## src/rtl/uart_rx_sipo.sv

```systemverilog
`default_nettype none
// ============================================================================
// Module   : uart_rx_sipo
// Brief    : 16x-oversampled UART receiver, LSB first, one-entry holding
//            register with valid/ready; optional parity via UART_RX_PARITY_EN.
// Revision : 1.0 - initial release
// ============================================================================
module uart_rx_sipo #(
    parameter int CLOCK_FREQ = 16000000,
    parameter int BAUD       = 9600,
    parameter int OVERSAMPLE = 16,
    parameter int WIDTH      = 8,
    parameter int PARITY_ODD = 0
) (
    input  logic             clk,
    input  logic             rst_n,
    input  logic             rx_in,
    output logic [WIDTH-1:0] data_out,
    output logic             data_valid,
    input  logic             data_ready,
    output logic             frame_err,
    output logic             overrun,
    output logic             parity_err,
    output logic             busy
);
    localparam int c_div   = CLOCK_FREQ / (BAUD * OVERSAMPLE);
    localparam int c_div_w = $clog2(c_div) + 1;
    localparam int c_tck_w = $clog2(OVERSAMPLE) + 1;
    localparam int c_bit_w = $clog2(WIDTH) + 1;
    localparam logic [c_div_w-1:0] c_div_last  = c_div_w'(c_div - 1);
    localparam logic [c_tck_w-1:0] c_half_last = c_tck_w'(OVERSAMPLE / 2 - 1);
    localparam logic [c_tck_w-1:0] c_os_last   = c_tck_w'(OVERSAMPLE - 1);
    localparam logic [c_bit_w-1:0] c_bit_last  = c_bit_w'(WIDTH - 1);

    typedef enum logic [2:0] {
        S_IDLE   = 3'd0,
        S_START  = 3'd1,
        S_DATA   = 3'd2,
`ifdef UART_RX_PARITY_EN
        S_PARITY = 3'd3,
`endif
        S_STOP   = 3'd4,
        S_BREAK  = 3'd5
    } state_t;

    state_t             r_state;
    state_t             w_state_next;
    logic               r_sync1;
    logic               r_sync2;
    logic               r_rx_prev;
    logic               w_rx_s;
    logic               w_fall;
    logic [c_div_w-1:0] r_div;
    logic [c_tck_w-1:0] r_tick_cnt;
    logic [c_bit_w-1:0] r_bit_cnt;
    logic               w_tick;
    logic               w_mid_start;
    logic               w_mid_bit;
    logic [WIDTH-1:0]   r_shift;
    logic               r_done;
    logic               r_frame_err;
    logic               r_overrun;
    logic [WIDTH-1:0]   r_data_out;
    logic               r_data_valid;
    logic               w_par_bad;

    always_ff @(posedge clk or negedge rst_n) begin
        if (!rst_n) begin
            r_sync1   <= 1'b1;
            r_sync2   <= 1'b1;
            r_rx_prev <= 1'b1;
        end else begin
            r_sync1   <= rx_in;
            r_sync2   <= r_sync1;
            r_rx_prev <= r_sync2;
        end
    end

    assign w_rx_s      = r_sync2;
    assign w_fall      = r_rx_prev & ~w_rx_s;
    assign w_tick      = (r_div == c_div_last);
    assign w_mid_start = w_tick && (r_tick_cnt == c_half_last);
    assign w_mid_bit   = w_tick && (r_tick_cnt == c_os_last);

    // Counters sit at zero while idle so the first tick is aligned to the start edge.
    always_ff @(posedge clk or negedge rst_n) begin
        if (!rst_n) begin
            r_div      <= '0;
            r_tick_cnt <= '0;
        end else if (r_state == S_IDLE || r_state == S_BREAK) begin
            r_div      <= '0;
            r_tick_cnt <= '0;
        end else if (w_tick) begin
            r_div <= '0;
            if ((r_state == S_START && w_mid_start) || w_mid_bit)
                r_tick_cnt <= '0;
            else
                r_tick_cnt <= r_tick_cnt + 1'b1;
        end else begin
            r_div <= r_div + 1'b1;
        end
    end

    always_ff @(posedge clk or negedge rst_n) begin
        if (!rst_n)
            r_state <= S_IDLE;
        else
            r_state <= w_state_next;
    end

    always_comb begin
        w_state_next = r_state;
        case (r_state)
            S_IDLE:   if (w_fall) w_state_next = S_START;
            S_START:  if (w_mid_start) w_state_next = w_rx_s ? S_IDLE : S_DATA;
            S_DATA: begin
                if (w_mid_bit && r_bit_cnt == c_bit_last) begin
`ifdef UART_RX_PARITY_EN
                    w_state_next = S_PARITY;
`else
                    w_state_next = S_STOP;
`endif
                end
            end
`ifdef UART_RX_PARITY_EN
            S_PARITY: if (w_mid_bit) w_state_next = S_STOP;
`endif
            S_STOP:   if (w_mid_bit) w_state_next = w_rx_s ? S_IDLE : S_BREAK;
            S_BREAK:  if (w_rx_s) w_state_next = S_IDLE;
            default:  w_state_next = S_IDLE;
        endcase
    end

    always_ff @(posedge clk or negedge rst_n) begin
        if (!rst_n) begin
            r_shift     <= '0;
            r_bit_cnt   <= '0;
            r_done      <= 1'b0;
            r_frame_err <= 1'b0;
        end else begin
            r_done      <= 1'b0;
            r_frame_err <= 1'b0;
            if (r_state == S_IDLE)
                r_bit_cnt <= '0;
            if (r_state == S_DATA && w_mid_bit) begin
                r_shift   <= {w_rx_s, r_shift[WIDTH-1:1]};
                r_bit_cnt <= r_bit_cnt + 1'b1;
            end
            if (r_state == S_STOP && w_mid_bit) begin
                if (!w_rx_s)
                    r_frame_err <= 1'b1;
                else
                    r_done <= ~w_par_bad;
            end
        end
    end

`ifdef UART_RX_PARITY_EN
    logic r_par_bad;
    logic r_parity_err;
    logic w_par_exp;

    assign w_par_exp = (^r_shift) ^ (PARITY_ODD != 0);

    always_ff @(posedge clk or negedge rst_n) begin
        if (!rst_n) begin
            r_par_bad    <= 1'b0;
            r_parity_err <= 1'b0;
        end else begin
            r_parity_err <= 1'b0;
            if (r_state == S_IDLE) begin
                r_par_bad <= 1'b0;
            end else if (r_state == S_PARITY && w_mid_bit && (w_rx_s != w_par_exp)) begin
                r_par_bad    <= 1'b1;
                r_parity_err <= 1'b1;
            end
        end
    end

    assign w_par_bad  = r_par_bad;
    assign parity_err = r_parity_err;
`else
    // Parity sense has no role when the parity stage is compiled out.
    logic w_unused_par;
    assign w_unused_par = (PARITY_ODD != 0);
    assign w_par_bad    = 1'b0;
    assign parity_err   = 1'b0;
`endif

    // A completing byte may replace the held one only if it is being consumed.
    always_ff @(posedge clk or negedge rst_n) begin
        if (!rst_n) begin
            r_data_out   <= '0;
            r_data_valid <= 1'b0;
            r_overrun    <= 1'b0;
        end else begin
            r_overrun <= 1'b0;
            if (r_done) begin
                if (!r_data_valid || data_ready) begin
                    r_data_out   <= r_shift;
                    r_data_valid <= 1'b1;
                end else begin
                    r_overrun <= 1'b1;
                end
            end else if (data_ready) begin
                r_data_valid <= 1'b0;
            end
        end
    end

    assign data_out   = r_data_out;
    assign data_valid = r_data_valid;
    assign frame_err  = r_frame_err;
    assign overrun    = r_overrun;
    assign busy       = (r_state != S_IDLE);

endmodule
`default_nettype wire

```

## config.mk

```make
export PLATFORM = sky130hd
export DESIGN_NAME = uart_rx_sipo
export DESIGN_NICKNAME = d
export VERILOG_FILES = /design/src/rtl/uart_rx_sipo.sv
export SDC_FILE = /design/constraint.sdc
export NUM_CORES = 1
export LEC_CHECK = 0
export CAP_MARGIN = 10
export CORE_MARGIN = 3
export CORE_UTILIZATION = 60
export DETAILED_ROUTE_END_ITERATION = 8
export HOLD_SLACK_MARGIN = 0.15
export PLACE_DENSITY = 0.94
export SLEW_MARGIN = 20
export SYNTH_ARGS = -nofsm -noshare
export SYNTH_HDL_FRONTEND = slang
export SYNTH_SLANG_ARGS = --single-unit
```

## constraint.sdc

```tcl
create_clock -name clk -period 3.4 [get_ports clk]
set_input_delay 0.51 -clock clk [delete_from_list [all_inputs] [get_ports clk]]
set_output_delay 0.51 -clock clk [all_outputs]
set_load 0.05 [all_outputs]
```

==> flow_metrics.tcl <==
set metrics [dict create \
    fin_skew_ns 0.0157 \
    netlist_area_um2 1930 \
    relSlewSlack_pct 39.9 \
    die_height_um 62.7 \
    path_clk_slew_ns 0.12 \
    worstRegToRegCells 6 \
    max_freq_mhz 362 \
    tns_ns 0 \
    synth_cell_type_count 39 \
    outcome "complete, no violations" \
    p_seq_share_pct 52.1 \
    fillers 203 \
    ios 17 \
    power_per_cell_area_nw_per_um2 508 \
    reg2reg_slack_ns 1.31 \
    slew_violations 0 \
    syn_area_per_cell_um2 11.7 \
    grt_pass1_vias 1336 \
    ys.flop_type "dfrtp_1" \
    multi_input_area_um2 781 \
    cts_sinks 43 \
    vias 1287 \
    synth_top_cells_by_area "dfrtp_1 (52%), mux2_2 (9.3%), dfstp_2 (4.1%)" \
    initial_core_util_pct 66.5 \
    num-nets-final 188 \
    ctsRootBufferMaster "clkbuf_4" \
    ys_seq_elements 43 \
    die-area_um2 3930 \
    r2r-end "r_bit_cnt[3]$_DFFE_PN0P_" \
    power_w 0.00110 \
    critPathKind "reg2out" \
    antenna_found_initial 0 \
    rsz0062_at_grt "false" \
    cellLeakagePower_nw 0.990 \
    syn_nets 173 \
    diodes 0 \
    ys.warnings.count 0 \
    synth_largest_area_cell "dfrtp_1" \
    yosysSeqAreaShare_pct 56.0 \
    hold_path.class "in2async" \
    vdd_drop_max_mv 0.471 \
    numCtsBuffers 5 \
    via_per_inst 5.77 \
    critPathArrivalTime_ns 2.26 \
    clk_latency_ns 0.36 \
    yosysMostFrequentCell "dfrtp_1" \
    ant_nets 0 \
    tightest_slew_ns 0.901 \
    grt_pass1_wl_um 5710 \
    synth_edf_count 0 \
    grt_max_degree 44 \
    num_rows 19 \
    cp_max_fo 10 \
    post_cts_buffers 0 \
    remaining_drc_errors 0 \
    netlist_instances 165 \
    overflow 0 \
    cts_tree "yes" \
    drt-initial-drc-count 39 \
    register_area_um2 1080 \
    cts_resized 0 \
    drv_cap 0 \
    synthDominantCellAreaShare_pct 51.9 \
    wl_per_cell_um 14.7 \
    portBuffers 15 \
    core_um2 2900 \
    area_growth_pct 12.3 \
    fin_ws_ns 0.634 \
    combPwrFrac_pct 19.1 \
    swShare_pct 30.1 \
    finalCritPeriodShare_pct 81.3 \
    p_int_w 0.000770 \
    finalHoldViolations 0 \
    gp_congestion 0.899 \
    die_w_um 62.7 \
    whs_ns 0.260 \
    dr.pass1.iters 4 \
    cts_buffer_depth 2 \
    synthArstFlopShare_pct 100 \
    dp_slack_ns 1.07 \
    worst_r2r_startpoint "r_tick_cnt[0]$_DFFE_PN0P_" \
    final-setup-viol-count 0 \
    start_kind "flop" \
    period_needed_ns 2.77 \
    drive_gt1_share_pct 18.8 \
    track_usage_pct 18.7 \
    clkPwrFrac_pct 28.8 \
    postCtsHoldBufs 0 \
    required_ns 2.89 \
    synth_commonest_cells "dfrtp_1 (40), mux2_2 (16), nor2_1 (15)" \
    crit_path_end_kind "output port" \
    switchingPower_w 0.000331 \
    hpwlAfterDp_um 2330 \
    htreeDepth 2 \
    routed_wl_um 3270 \
]
power by group through the flow:
stage,Sequential (W),Combinational (W),Clock [W]
floorplan,0.000565,0.000173,0
global placement,0.000579,0.000200,0
detailed placement,0.000582,0.000205,0
CTS,0.000572,0.000210,0.000326
global route,0.000578,0.000234,0.000352
finish,0.000573,0.000210,0.000317
worst max-delay path by stage:
stage                              startpoint                     end  slack (ns)  cells after the start
global route           r_state[0]$_DFFE_PN0P_                    busy        0.58                      4
floorplan           r_tick_cnt[0]$_DFFE_PN0P_  r_shift[3]$_DFFE_PN0P_        1.53                      8
global placement       r_state[2]$_DFFE_PN0P_                    busy        1.14                      4
CTS                    r_state[2]$_DFFE_PN0P_                    busy        0.65                      4
detailed placement     r_state[2]$_DFFE_PN0P_                    busy        1.07                      4
finish                 r_state[0]$_DFFE_PN0P_                    busy        0.63                      4
routing by layer:
metal  global-route usage (%)  wire, um  up-vias
li1                         -         -      606
met1                     19.7      1330      633
met2                     33.6      1700       39
met3                     4.14       156        9
met4                     11.3        87        0
met5                        0         0        -
flip-flops by register name, indices dropped and copies added, names as in the netlist:
register	flops
r_state	3
data_out	8
frame_err	1
r_rx_prev	1
r_shift	8
r_sync2	1
r_div	8
data_valid	1
r_tick_cnt	5
r_sync1	1
r_bit_cnt	4
overrun	1
r_done	1
metrics by stage:
stage | cell area (um2) | utilization [%] | std cells
floorplan | 1930 | - | 165
global placement | 2080 | 71.9 | 215
CTS | 2170 | 74.7 | 223
detailed placement | 2080 | 71.9 | 215
finish | 2170 | 74.7 | 223
global route | 2170 | 74.7 | 223
layout make-up:
| type | count | share of cell area (%) |
|---|---|---|
| tap | 42 | 2.43 |
| clock buffer | 5 | 1.73 |
| multi-input combinational | 108 | 36.0 |
| timing repair buffer | 15 | 6.70 |
| sequential | 43 | 49.9 |
| clock inverter | 3 | 2.02 |
| inverter | 7 | 1.21 |
cells by family (layout without fill, tap and decap cells):
logic type	Yosys count	after routing	synth area share, %
AO/OA/AOI/OAI	20	20	6.42
XOR/XNOR	7	7	3.18
adder cells (fa/ha/maj)	4	4	2.60
buffers and inverters	14	30	3.50
flip-flops	43	43	56.0
multiplexers	18	18	10.4
other	1	1	0.194
AND/OR/NAND/NOR	58	58	17.7
placed cells by master, fill, tap and decap left out, types with 3 or more instances in the layout:
master / count
inv_1: 7
o21ai_0: 6
a31oi_1: 4
mux2_2: 16
a21oi_1: 3
dfstp_2: 3
nand2_1: 10
clkdlybuf4s50_1: 14
xnor2_1: 5
clkbuf_4: 5
ha_1: 4
nor3_1: 3
o22ai_1: 3
nor3b_1: 5
nor2_1: 15
nand3_1: 8
dfrtp_1: 40
worst max-delay path, stage by stage (launching register included):
cell and delay (ns):
dfrtp_1 0.49, or2_2 0.35, nor2_1 0.21, inv_1 0.13, clkdlybuf4s50_1 0.72
(Power assumes the default switching activity.)
==> edit: new RTL, same flow settings <==
Change the parameter `BAUD` from 9600 to 19200.
--- a/src/rtl/uart_rx_sipo.sv
+++ b/src/rtl/uart_rx_sipo.sv
@@ -8,5 +8,5 @@
 module uart_rx_sipo #(
     parameter int CLOCK_FREQ = 16000000,
-    parameter int BAUD       = 9600,
+    parameter int BAUD       = 19200,
     parameter int OVERSAMPLE = 16,
     parameter int WIDTH      = 8,
Behaviour: no difference found for any inputs over 10 cycles, from zero or initial values and one cycle with rst_n low; that may be too few to reach the edited logic, so the function may still have changed.
==> edit against the unedited design <==
Non-clock buffer count unchanged. Sequential cell count down 1. Routed wire length down 0.18%. Power down 15%. Count of clock-buffer cells in the layout up 1. Sequential share of layout area up 1.8 points. Setup slack better by 0.21 ns. Cell count down 9.9%. Synthesized area down 5.5%. Design area down 5.7%. Critical path type unchanged. Largest power group unchanged.
==> edit: results <==
{
  "worst_pin_slew_ns": 0.902,
  "power.leakage_nw": 0.962,
  "crit_path_start": "r_state[1]",
  "layout-drive-gt1-share_pct": 17.1,
  "met2_length_mm": 1.59,
  "fill_cells": 190,
  "post-dp-hpwl_mm": 2.34,
  "synth-adder-area-share_pct": 2.75,
  "path_max_fanout": 11,
  "status": "finished clean",
  "reg2reg_setup_slack_ns": 1.18,
  "critical_path.endpoint": "busy",
  "synth_compound_area_share_pct": 8.17,
  "synth-xor-area-share_pct": 1.92,
  "wl_met1_mm": 1.42,
  "async_reset_ff_share_pct": 100,
  "synth_common_cells": "dfrtp_1 (39), mux2_2 (17), nand2_1 (9), nand3_1 (9)",
  "cp.arrival_ns": 2.05,
  "placed_cells": 193,
  "ff2ff_path_depth": 5,
  "drtIter0Drc": 83,
  "cts_buffers": 5,
  "synth_area_leaders": "dfrtp_1 (54%), mux2_2 (11%), dfstp_2 (4.3%)",
  "grt_max_degree": 43,
  "clk_pin_slew_ns": 0.12,
  "ys_seq_area_share_pct": 57.9,
  "antenna_found_initial": 0,
  "ir_drop_v": 0.000300,
  "met3WireLength_um": 178,
  "grt_use_total_pct": 20.2,
  "final_cells": 201,
  "route.detailed.vias_per_inst": 6.17,
  "syn_nets": 158,
  "r2r-end": "r_tick_cnt[0]",
  "wl_mm": 3.27,
  "fin_util_pct": 72.2,
  "grt_pass1_vias": 1203,
  "synthMuxAreaShare_pct": 11.1,
  "placed_area_mm2": 0.00199,
  "fin_nets": 177,
  "synth.avg_cell_area_um2": 12.1,
  "skew_ns": 0.0122,
  "grt_pass1_wl_mm": 5.40,
  "routed.top_layer": "met4",
  "r2r_start": "r_tick_cnt[0]",
  "place.gp.congestion": 0.902,
  "postCtsSetupBuffers": 0
}
-- edit: cell types whose count changed after synthesis, sizes merged, moves of 3 or more --
cell,unedited run,this run
buf,5,1
a31oi,4,1
inv,7,4
o22ai,3,0
xnor2,5,2
nor3b,5,1
nor2b,2,5
or3,0,3
a22o,0,5
nor2,15,7
-- edit: final cells by class --
cell class	instances	share of cell area [%]
timing repair buffer	15	7.11
clock inverter	2	0.490
clock buffer	6	2.02
tap	31	1.90
multi-input combinational	101	36.1
sequential	42	51.7
inverter	4	0.735
-- edit: how the worst min path moves through the flow --
stage,from,endpoint,slack (ns)
final,rst_n,r_div[5],0.27
after detailed placement,r_sync1,r_sync2,0.35
after global routing,rst_n,r_bit_cnt[0],0.32
after CTS,rst_n,r_bit_cnt[2],0.28
after global placement,r_sync1,r_sync2,0.35
after floorplan,rst_n,data_out[0],0.21
-- edit: logic make-up (layout without fill, tap and decap cells) --
group / Yosys count / in the layout
AND/OR/NAND/NOR: 52 / 52
flip-flops: 42 / 42
AO/OA/AOI/OAI: 22 / 22
multiplexers: 18 / 18
buffers and inverters: 7 / 27
adder cells (fa/ha/maj): 4 / 4
XOR/XNOR: 4 / 4
other: 1 / 1
-- edit: per-layer routing --
| metal | up-vias | global-route usage [%] |
|---|---|---|
| li1 | 580 | - |
| met2 | 37 | 30.4 |
| met5 | - | 0 |
| met3 | 9 | 6.92 |
| met1 | 615 | 25.5 |
| met4 | 0 | 11.1 |
-- edit: power by group --
part	leakage, nW	switching (mW)	internal, mW
logic	0.365	0.0746	0.0525
clock network	0.0320	0.156	0.0789
registers	0.566	0.0375	0.533
-- edit: worst max-delay path: stages, from the launching register on --
cell and delay, ns:
dfrtp_1 0.57, inv_1 0.14, nand2_1 0.16, clkdlybuf4s50_1 0.83
